`src/rtl/muxer_regn_hold.sv`:
```
// ---------------------------------------------------------------------------
// muxer_regn_hold
//
// Registered N:1 signal router for the lock-in/PID signal chain. One of N_IN
// RES-bit channels is routed onto a registered output. A channel change is
// requested with a strobe. Before the new channel is routed, the output is
// frozen for a programmable settling interval, so downstream stages never
// see a splice in the middle of a cycle.
//
// Optional feature macro: MUXER_REGN_BLANK_EN
//   defined   -> out is driven to 0 (mid-scale for signed data) while a
//                switch is in progress
//   undefined -> out holds the last sample of the old channel while a switch
//                is in progress
//
// Parameters:
//   RES     sample width in bits
//   N_IN    number of input channels (2..64)
//   SELW    select width, 2**SELW >= N_IN
//   HOLD_W  width of the hold-interval register
//
// Ports:
//   clk          system clock
//   rstn         asynchronous active-low reset
//   in_bus       packed channels, channel k at [k*RES +: RES]
//   sel          requested channel index
//   sel_update   request strobe, sampled every cycle
//   hold_cycles  settling interval, sampled when a request is accepted
//   out          registered routed sample
//   out_sel      index of the channel currently driving out
//   busy         switch in progress, requests are ignored
//   done         one-cycle pulse when a switch completes
//   err          one-cycle pulse when an out-of-range request is rejected
// ---------------------------------------------------------------------------
module muxer_regn_hold #(
  parameter int RES    = 14,
  parameter int N_IN   = 16,
  parameter int SELW   = 6,
  parameter int HOLD_W = 8
) (
  input  logic                  clk,
  input  logic                  rstn,
  input  logic [N_IN*RES-1:0]   in_bus,
  input  logic [SELW-1:0]       sel,
  input  logic                  sel_update,
  input  logic [HOLD_W-1:0]     hold_cycles,
  output logic [RES-1:0]        out,
  output logic [SELW-1:0]       out_sel,
  output logic                  busy,
  output logic                  done,
  output logic                  err
);

  typedef enum logic [1:0] {
    IDLE,
    HOLD,
    SWITCH
  } state_t;

  state_t              state;
  state_t              state_next;
  logic [HOLD_W-1:0]   cnt;
  logic [HOLD_W-1:0]   cnt_next;
  logic [SELW-1:0]     pending;
  logic [SELW-1:0]     pending_next;
  logic [SELW-1:0]     out_sel_next;
  logic [RES-1:0]      out_next;
  logic                busy_next;
  logic                done_next;
  logic                err_next;

  logic [RES-1:0]      cur_sample;
  logic [RES-1:0]      frozen_sample;
  logic                sel_valid;

  // Sample of the channel currently selected for pass-through.
  assign cur_sample = in_bus[int'(out_sel)*RES +: RES];

  // Compare at 32 bits so that N_IN == 2**SELW cannot overflow the select width.
  assign sel_valid = (32'(sel) < 32'(N_IN));

  // Value presented on out while a switch is in flight.
`ifdef MUXER_REGN_BLANK_EN
  assign frozen_sample = '0;
`else
  assign frozen_sample = out;
`endif

  // Next-state and output logic. The accept edge itself already freezes the
  // output, so out never carries a sample taken after the request.
  always_comb begin
    state_next   = state;
    cnt_next     = cnt;
    pending_next = pending;
    out_sel_next = out_sel;
    out_next     = frozen_sample;
    busy_next    = busy;
    done_next    = 1'b0;
    err_next     = 1'b0;

    case (state)
      IDLE: begin
        out_next = cur_sample;
        if (sel_update) begin
          if (sel_valid) begin
            pending_next = sel;
            cnt_next     = hold_cycles;
            busy_next    = 1'b1;
            out_next     = frozen_sample;
            state_next   = (hold_cycles != '0) ? HOLD : SWITCH;
          end else begin
            err_next = 1'b1;
          end
        end
      end

      // cnt enters HOLD equal to H and moves on once it has counted down to 1,
      // so HOLD lasts exactly H cycles.
      HOLD: begin
        cnt_next = cnt - HOLD_W'(1);
        if (cnt <= HOLD_W'(1)) begin
          cnt_next   = '0;
          state_next = SWITCH;
        end
      end

      // The new select takes effect here. The output is still frozen on this
      // edge and tracks the new channel from the following edge onward.
      SWITCH: begin
        out_sel_next = pending;
        busy_next    = 1'b0;
        done_next    = 1'b1;
        state_next   = IDLE;
      end

      default: begin
        state_next = IDLE;
        busy_next  = 1'b0;
      end
    endcase
  end

  // State and output registers. An asynchronous reset drops any pending
  // request without reporting done.
  always_ff @(posedge clk or negedge rstn) begin
    if (!rstn) begin
      state   <= IDLE;
      cnt     <= '0;
      pending <= '0;
      out_sel <= '0;
      out     <= '0;
      busy    <= 1'b0;
      done    <= 1'b0;
      err     <= 1'b0;
    end else begin
      state   <= state_next;
      cnt     <= cnt_next;
      pending <= pending_next;
      out_sel <= out_sel_next;
      out     <= out_next;
      busy    <= busy_next;
      done    <= done_next;
      err     <= err_next;
    end
  end

endmodule

```
`config.mk`:
```
export PLATFORM = sky130hd
export DESIGN_NAME = muxer_regn_hold
export DESIGN_NICKNAME = d
export VERILOG_FILES = /design/src/rtl/muxer_regn_hold.sv
export SDC_FILE = /design/constraint.sdc
export NUM_CORES = 1
export LEC_CHECK = 0
export CORE_MARGIN = 4
export CORE_UTILIZATION = 31
export CTS_CLUSTER_SIZE = 25
export DETAILED_ROUTE_END_ITERATION = 8
export PLACE_DENSITY = 0.79
export SLEW_MARGIN = 5
export SYNTH_ARGS = -nofsm -noshare
export SYNTH_HDL_FRONTEND = slang
export SYNTH_SLANG_ARGS = --single-unit
```
`constraint.sdc`:
```
create_clock -name clk -period 1.9 [get_ports clk]
set_input_delay 0.38 -clock clk [delete_from_list [all_inputs] [get_ports clk]]
set_output_delay 0.38 -clock clk [all_outputs]
set_load 0.02 [all_outputs]
```
### Word-level counts from Yosys, hierarchy flattened

Index checks and enable logic that the tools add are counted.

* $add $sub $neg: 1
* multipliers: 1
* magnitude comparators: 2
* equal/unequal tests: 6
* shift operators: 1
* multiplexer cells: 18
* bitwise gates (word level): 1
* reductions and logical operators: 8

Operator list (number)
* 224-bit by 11-bit variable part select with 14-bit output: 1
* 14-bit two-way mux: 2
* 8-bit two-way mux: 3
* 8-bit one-hot mux with 2 select lines: 1
* 3-bit AND reduction: 4
* 6-bit by 3-bit multiplier with 9-bit output (second input constant): 1
* 8-bit by 1-bit <= comparator with 1-bit output (second input constant): 1
* 2-bit two-way mux: 4
* 2-bit != test (second input constant): 4
* 8-bit nonzero test: 1
* 8-bit by 1-bit subtractor with 8-bit output (second input constant): 1
* 6-bit by 5-bit less-than comparator with 1-bit output (second input constant): 1
* 1-bit two-way mux: 6
* 2-bit one-hot mux with 2 select lines: 1
* 2-bit by 1-bit == test with 1-bit output (second input constant): 1
* 2-bit == test (second input constant): 1
* 2-bit zero test: 1
* 1-bit one-hot mux with 2 select lines: 1
* 2-bit AND reduction: 1
* 2-bit nonzero test: 1
* 1-bit inverter: 1

* register bits after elaboration: 39
* input bits: 241
* output and inout port bits: 23
* logic and storage cells: 46

### Logic depth before layout (Yosys ltp)

Gate-level depths: netlist of the first run.

* depth after elaboration: 5
* depth in mapped cells: 7

### Least setup slack after synthesis of the first run

Ideal clock, no wire load.

* kind: reg-to-reg
* from: register out_sel[0]
* to: register out[9]
* data arrival time: 1.762 ns
* required time: 1.758 ns
* slack: -0.005 ns
* stages on the path, launching flop included: 6
* buffers on the path: 2
* clock period less this slack: 1.905 ns
* cells stage by stage: dfrtp_1 -> buf_4 -> buf_2 -> mux4_2 -> mux2i_1 -> o221ai_1

* longest elaborated chain between the ends: 4

Ends and longest elaborated chain
* start: declaration: line 48 `output logic [SELW-1:0] out_sel,`
* start signal: assignment: line 159 `out_sel <= out_sel_next;`
* 6-bit by 3-bit multiplier with 9-bit output *: line 77 `assign cur_sample = in_bus[int'(out_sel)*RES +: RES];`
* 224-bit by 11-bit variable part select with 14-bit output *: line 77
* 14-bit two-way mux: line 105 `if (sel_valid) begin`
* 14-bit two-way mux *: line 104 `if (sel_update) begin`
* end signal: assignment: line 160 `out <= out_next;`
* end: declaration: line 47 `output logic [RES-1:0] out,`

Mark *: on every way between the ends. The rest lies on a longest branch, timed or not. The select of a mux whose other input is x is not followed.
A chain may end at the register's enable or synchronous reset.

### Worst setup path after layout of the first run

* from: register cnt[4]
* to: register cnt[0]

* longest elaborated chain between the ends: 3

Ends and longest elaborated chain
* start: declaration: line 62 `logic [HOLD_W-1:0] cnt;`
* start signal: assignment: line 157 `cnt <= cnt_next;`
* 8-bit by 1-bit <= comparator with 1-bit output: line 121 `if (cnt <= HOLD_W'(1)) begin`
* 8-bit two-way mux: line 121
* 8-bit one-hot mux with 2 select lines: line 101 `case (state)`

Every way passes these cells.

==> results of run 1 <==
[per-layer routing]
layer / part of all wire / global-route usage
met3: 0.070 / 0.06199
met1: 0.35 / 0.2448
met5: 0 / 0
met2: 0.55 / 0.4434
met4: 0.025 / 0.07452
[path summary, 6_finish.rpt]
check | slack [ps] | end
min in group clk | 480 | pending[0]$_DFFE_PN0P_
min reg2reg | 480 | pending[0]$_DFFE_PN0P_
max | 20 | cnt[0]$_DFFE_PN0P_
max in group asynchronous | 1290 | out_sel[1]$_DFFE_PN0P_
min | 40 | state[1]$_DFFE_PN0P_
max reg2reg | 20 | cnt[0]$_DFFE_PN0P_
[layout make-up]
| type | count | share of cell area |
|---|---|---|
| antenna | 1 | 0.0003820 |
| clock buffer | 6 | 0.01108 |
| clock inverter | 2 | 0.009167 |
| inverter | 6 | 0.003438 |
| multi-input combinational | 191 | 0.3529 |
| sequential | 39 | 0.1499 |
| tap | 136 | 0.02597 |
| timing repair buffer | 295 | 0.4471 |
[repair_timing]
item	4_1_cts	5_1_grt
endpoints found under the hold margin	0	0
hold buffers	0	0
gates cloned	0	0
setup endpoints to repair	4	9
gates resized for setup	2	9
buffers inserted	1	1
pin swaps	0	2
[flip-flops by register name (all words and copies together) (netlist names)]
register / flops
out: 14
cnt: 8
out_sel: 6
pending: 6
state: 2
busy: 1
done: 1
err: 1
[power breakdown]
group          leakage (nW)  internal, mW  total [mW]  switching, mW
logic                  1.83         0.523       0.659          0.136
registers             0.515         0.829       0.829              0
clock network        0.0654         0.525       0.806          0.281
[metrics by stage]
step                power [mW]  hold slack (ps)  cell area [µm²]  utilization
finish                   2.295            41.93             6551       0.6262
global route             2.402            68.09             6551       0.6262
CTS                      2.322            39.33             6507       0.6220
detailed placement       1.506            356.5             6345       0.6064
global placement         1.496            341.6             6345       0.6064
floorplan               0.9556            84.41             3376            -
[cells in the final DEF (no fill, tap or decap), types with 6 or more instances in the layout]
cell and count:
clkdlybuf4s50_1 261, mux4_2 56, dfrtp_1 36, nand2_1 29, buf_4 27, mux2i_1 26
o221ai_1 14, mux2_2 7, inv_1 6, o21ai_0 6
[Yosys cell counts (2+ instances only)]
| master | n |
|---|---|
| mux4_2 | 56 |
| dfrtp_1 | 39 |
| nand2_1 | 29 |
| mux2i_1 | 28 |
| o221ai_1 | 14 |
| clkbuf_1 | 12 |
| buf_2 | 8 |
| mux2_2 | 8 |
| inv_1 | 6 |
| nor2_1 | 6 |
| o21ai_0 | 6 |
| nor3_1 | 4 |
| o2bb2ai_1 | 4 |
| or4_1 | 4 |
| a22oi_1 | 2 |
| and2_1 | 2 |
| buf_1 | 2 |
| buf_4 | 2 |
| ha_1 | 2 |
| nor2b_1 | 2 |
| nor3b_1 | 2 |
| o21bai_1 | 2 |
| or3b_2 | 2 |
| xnor2_1 | 2 |
[cell families (layout without fill, tap and decap cells)]
family | after synthesis | count (layout) | share of synthesized area
flops | 39 | 39 | 0.2893
buf+inv | 30 | 309 | 0.03857
mux | 92 | 92 | 0.4837
other cells | 0 | 1 | 0
xor+xnor | 2 | 2 | 0.005194
fa+ha+maj | 2 | 2 | 0.007417
simple gates | 58 | 58 | 0.08531
compound gates | 37 | 37 | 0.09050
[worst max-delay path: stages, from the launching register on]
cell and delay (ps):
dfrtp_1 400, or4_4 550, o41ai_4 290, buf_4 210, o2bb2ai_2 60, mux2_4 260
==> metrics.txt, run 1 <==
status complete, no violations; critical path startpoint category flop; clk_lat worst skew about 280 ps; Worst-path clk slew 80 ps; num ports 264; DR WL/cell about 22 µm; Worst Slack Setup Final 23.99 ps; Final ANT Viol Nets 0; DRT iter0 DRCs roughly 180; wire length of the first global-routing pass roughly 22000 µm; fin crit period 1876 ps; Seq/Total Area, Yosys 0.2893; Main synth FF type dfrtp_1; Data arrival, critical path a little over 2000 ps; largest area contributor in the netlist mux4_2; Synth area leaders mux4_2 37%, dfrtp_1 29%, mux2i_1 8.3%, o221ai_1 3.6%, nand2_1 3.2%; number of synthesized register bits 39; Net count, final between 700 and 800; Data required, critical path 2080 ps; layout cells sized above 1 0.2226; Final Non-Filler Cells between 600 and 700; post-synthesis async set-or-reset flop share 1.000; Longest Clk Path Bufs 2; post-synthesis net count 503; First-pass DRT Iterations 6; DP Worst Slack -274.8 ps; die boundary width between 100 and 150 µm; CTS buffer count 5; Die Area 12610 µm²; grt total ovfl 0; Port Buf Inserts ~260; fin crit share 0.9874; synthesized area per cell 12.97 µm²; Std-Cell Rows 37; GRT Resource Usage Total 0.2318; Setup crit end kind flop; Starting Density 0.3224; leak pwr between 2 and 2.5 nW; Max FO, Critical Path 4; H-Tree Level Count 2; unrepaired setup endpoints after global routing true; Final Max Slew Viols 0; worst reg2reg path startpoint cnt[4]$_DFFE_PN0P_; FF/Latch Area just under 1000 µm²; Cell variety after synth 40; Yosys warnings 0; crit path from cnt[4]$_DFFE_PN0P_; Die Y around 110 µm; pin count of the biggest net entering global routing 35; Cells after Synth between 200 and 300; Final TNS setup 0 ps; type of the worst min-delay path input pin to async pin; top-area cell type share of the netlist area 0.3739; Core Area ~10000 µm²; global placer's final weighted congestion 0.9053; residual DRC count 0; via/cell ratio ~5.2; Inst Count DP approximately 670; final hold vios 0; Setup CP Type flop to flop; initial antenna violation count 1; root buf cell clkbuf_8; vias in the first global route about 4100; # clock sinks 39; final setup fails 0; number of max-cap violations 0; Slew @ Worst Pin ~660 ps; post-synthesis cell area between 3000 and 4000 µm²; number of fill cells around 900; reg2reg path depth 5; Final Skew 10.87 ps; Peak Freq roughly 530 MHz; Worst VDD drop between 200 and 300 µV; area of the multi-input gates 2312 µm²; Post-Route WL 15110 µm; Rel. slew slack 0.5542; number of enable flip-flop cells after synthesis 0; via count 3527; CTS tree built; Power Density 350.2 nW/µm²; Area growth, synth to finish 94.21%; DP HPWL 13270 µm
No activity file was read; power rests on OpenSTA's default activity.
==> inputs of run 2 (changes only) <==
Settings changed: ABC_AREA set to 1, CORE_UTILIZATION 31 to 36, PLACE_DENSITY 0.79 to 0.8.
==> metrics.txt, run 2 <==
Final Max Slew Viols 0 (unchanged); Die Y 121.1 µm (+7.8%); Synth area leaders nand2_1 30%, dfrtp_1 21%, nand3_1 19%, inv_1 15%, buf_6 2.4%; top-area cell type share of the netlist area 0.3039 (-0.06998); most common cell after layout, fill and taps aside nand2_1; H-Tree Level Count 2 (unchanged); synthesized area per cell 5.211 µm² (-60%); CTS Hold Bufs 1 (+1); # clock sinks 39 (unchanged); Die Area 14670 µm² (+16%); Post-Route WL 18920 µm (+25%); biggest regs out: 14 flops, cnt: 8 flops; most common cell in the netlist nand2_1; type of the worst min-delay path flop to flop; Port Buf Inserts 263 (unchanged); Post CTS Setup Buffer Count 0 (-1); layout cells sized above 1 0.04071 (-0.1819); max reg flops 14 (unchanged); number of synthesized register bits 39 (unchanged); Cell variety after synth 25 (-38%); largest area contributor in the netlist nand2_1; Power Density 1145 nW/µm² (+230%); Flop pwr share 0.176 (-0.185); critical path startpoint category flop; DP HPWL 14900 µm (+12%); initial antenna violation count 0 (-1); Rel. slew slack 0.5944 (+0.04015); Net count, final 1372 (+76%); Final ANT Viol Nets 0 (unchanged); fin crit share 0.9542 (-0.03316); fin area 7571 µm² (+16%); Post-synth top cells 373 x nand2_1, 187 x inv_1, 171 x nand3_1; clk_lat worst skew 290 ps (about the same); Final Skew 6.700 ps (-4.166 ps); net switching power 4.339 mW (+940%); via/cell ratio 4.594 (-12%); Area growth, synth to finish 64.34%; number of max-cap violations 0 (unchanged); number of enable flip-flop cells after synthesis 0 (unchanged); Data required, critical path 1520 ps (-560 ps); Crit path max-delay family buffers and inverters; Main synth FF type dfrtp_1; num ports 264 (unchanged); CTS buffer count 5 (unchanged); root buf cell clkbuf_16; Peak Freq 551.6 MHz (+3.5%); GRT Resource Usage Total 0.2459 (+0.01409); leak pwr 4.116 nW (+71%); Switching Fraction 0.5003 (+0.3187); final setup fails 0 (unchanged); post-synthesis net count 1127 (+120%); cts repair resizes 0 (-2); CP Buf/Inv Count 1 (unchanged); Worst Slack Setup Final 86.99 ps (+63.00 ps); WHS 479.4 ps (+437.5 ps); Longest Clk Path Bufs 2 (unchanged); number of fill cells 1249 (+42%); CTS tree built; area of the multi-input gates 2620 µm² (+13%); via count 5982 (+70%); Data arrival, critical path 1430 ps (-620 ps); most frequent cells in the layout 373 x nand2_1, 262 x clkdlybuf4s50_1, 186 x inv_1; DRT iter0 DRCs 416 (+140%); CP max-delay cell clkdlybuf4s50_1; Worst VDD drop 993.7 µV (+240%); First-pass DRT Iterations 4 (-2); Core Area 12570 µm² (+20%); Worst-path clk slew 60 ps (-20 ps); DR WL/cell 14.53 µm (-35%); Max FO, Critical Path 4 (unchanged); final hold vios 0 (unchanged); Slew @ Worst Pin 606.2 ps (-56.35 ps); clock network fraction of design power 0.114 (-0.237); Final TNS setup 0 ps (unchanged); vias in the first global route 5752 (+39%); unrepaired setup endpoints after global routing false; die boundary width 121.1 µm (+7.8%); wire length of the first global-routing pass 28860 µm (+28%); Setup CP Type flop to primary output; post-synthesis async set-or-reset flop share 1.000 (unchanged); Seq/Total Area, Yosys 0.2118 (-0.07748); status complete, no violations; Yosys warnings 0 (unchanged); grt total ovfl 0 (unchanged); Cells after Synth 884 (+240%); Setup crit end kind primary output; CP peak stage delay 690 ps (+140 ps); residual DRC count 0 (unchanged); diode count 0 (-1); Post-DP Area 7383 µm² (+16%); worst-path cell chain clkdlybuf4s50_1; Top reg by flops out; Std-Cell Rows 41 (+11%); post-synthesis cell area 4607 µm² (+37%); pin count of the biggest net entering global routing 66 (+89%); DP Worst Slack 134.4 ps (+409.2 ps); fin crit period 1813 ps (-63.00 ps); Starting Density 0.3666 (+0.04414); FF/Latch Area 980.9 µm² (-0.13%); global placer's final weighted congestion 0.8680 (-4.1%); Internal 4.334 mW (+130%); Logic pwr share 0.710 (+0.423)
-- run 2: cell types whose count changed in the layout (fill, tap and decap cells not counted), sizes merged, moves of 14 or more --
cell / change
mux4: -56
inv: +184
a21oi: +15
nor2: +20
nand2: +346
nand3: +170
o221ai: -14
mux2i: -28
-- run 2: cell type report --
class	instances	share of cell area
Sequential cell	39	0.1296
Timing Repair Buffer	286	0.3785
Inverter	189	0.09403
Multi-Input combinational cell	608	0.3461
Tap cell	172	0.02843
Clock buffer	6	0.01834
Clock inverter	2	0.005123
-- run 2: routing by layer --
metal	routed length (µm)	GRT usage
met2	9000	0.4290
met4	403	0.05666
met5	0	0
met1	7951	0.3110
met3	1564	0.05128
-- run 2: final timing paths --
path | slack (ps) | start | to | depth (start not counted)
max | 90 | out_sel[0]$_DFFE_PN0P_ | out_sel[0] | 1
min | 480 | out[6]$_DFFE_PN0P_ | out[6]$_DFFE_PN0P_ | 2
max reg2reg | 180 | out_sel[0]$_DFFE_PN0P_ | out[8]$_DFFE_PN0P_ | 9
min reg2reg | 480 | out[6]$_DFFE_PN0P_ | out[6]$_DFFE_PN0P_ | 2
max in group asynchronous | 920 | rstn | out_sel[0]$_DFFE_PN0P_ | 3
min in group asynchronous | 490 | rstn | err$_DFF_PN0_ | 2
-- run 2: power by group through the flow --
stage	registers, mW	logic [mW]	clock network, mW
after CTS	1.52	6.20	1.00
after floorplan	1.68	3.79	0
after global placement	1.52	6.07	0
final	1.52	6.16	0.990
after global routing	1.57	6.85	1.03
after detailed placement	1.52	6.15	0
-- run 2: logic make-up (layout without fill, tap and decap cells) --
family,Yosys count,after routing,synth area share
simple gates,574,574,0.5198
buf+inv,237,483,0.2194
flops,39,39,0.2118
compound gates,26,26,0.02988
mux,4,4,0.009777
fa+ha+maj,2,2,0.005431
xor+xnor,2,2,0.003803
-- run 2: stage by stage --
stage	cells	utilization	power, mW
floorplan	884	-	5.473
global placement	1293	0.5875	7.588
detailed placement	1293	0.5875	7.670
CTS	1302	0.6024	8.723
global route	1302	0.6024	9.453
finish	1302	0.6024	8.672
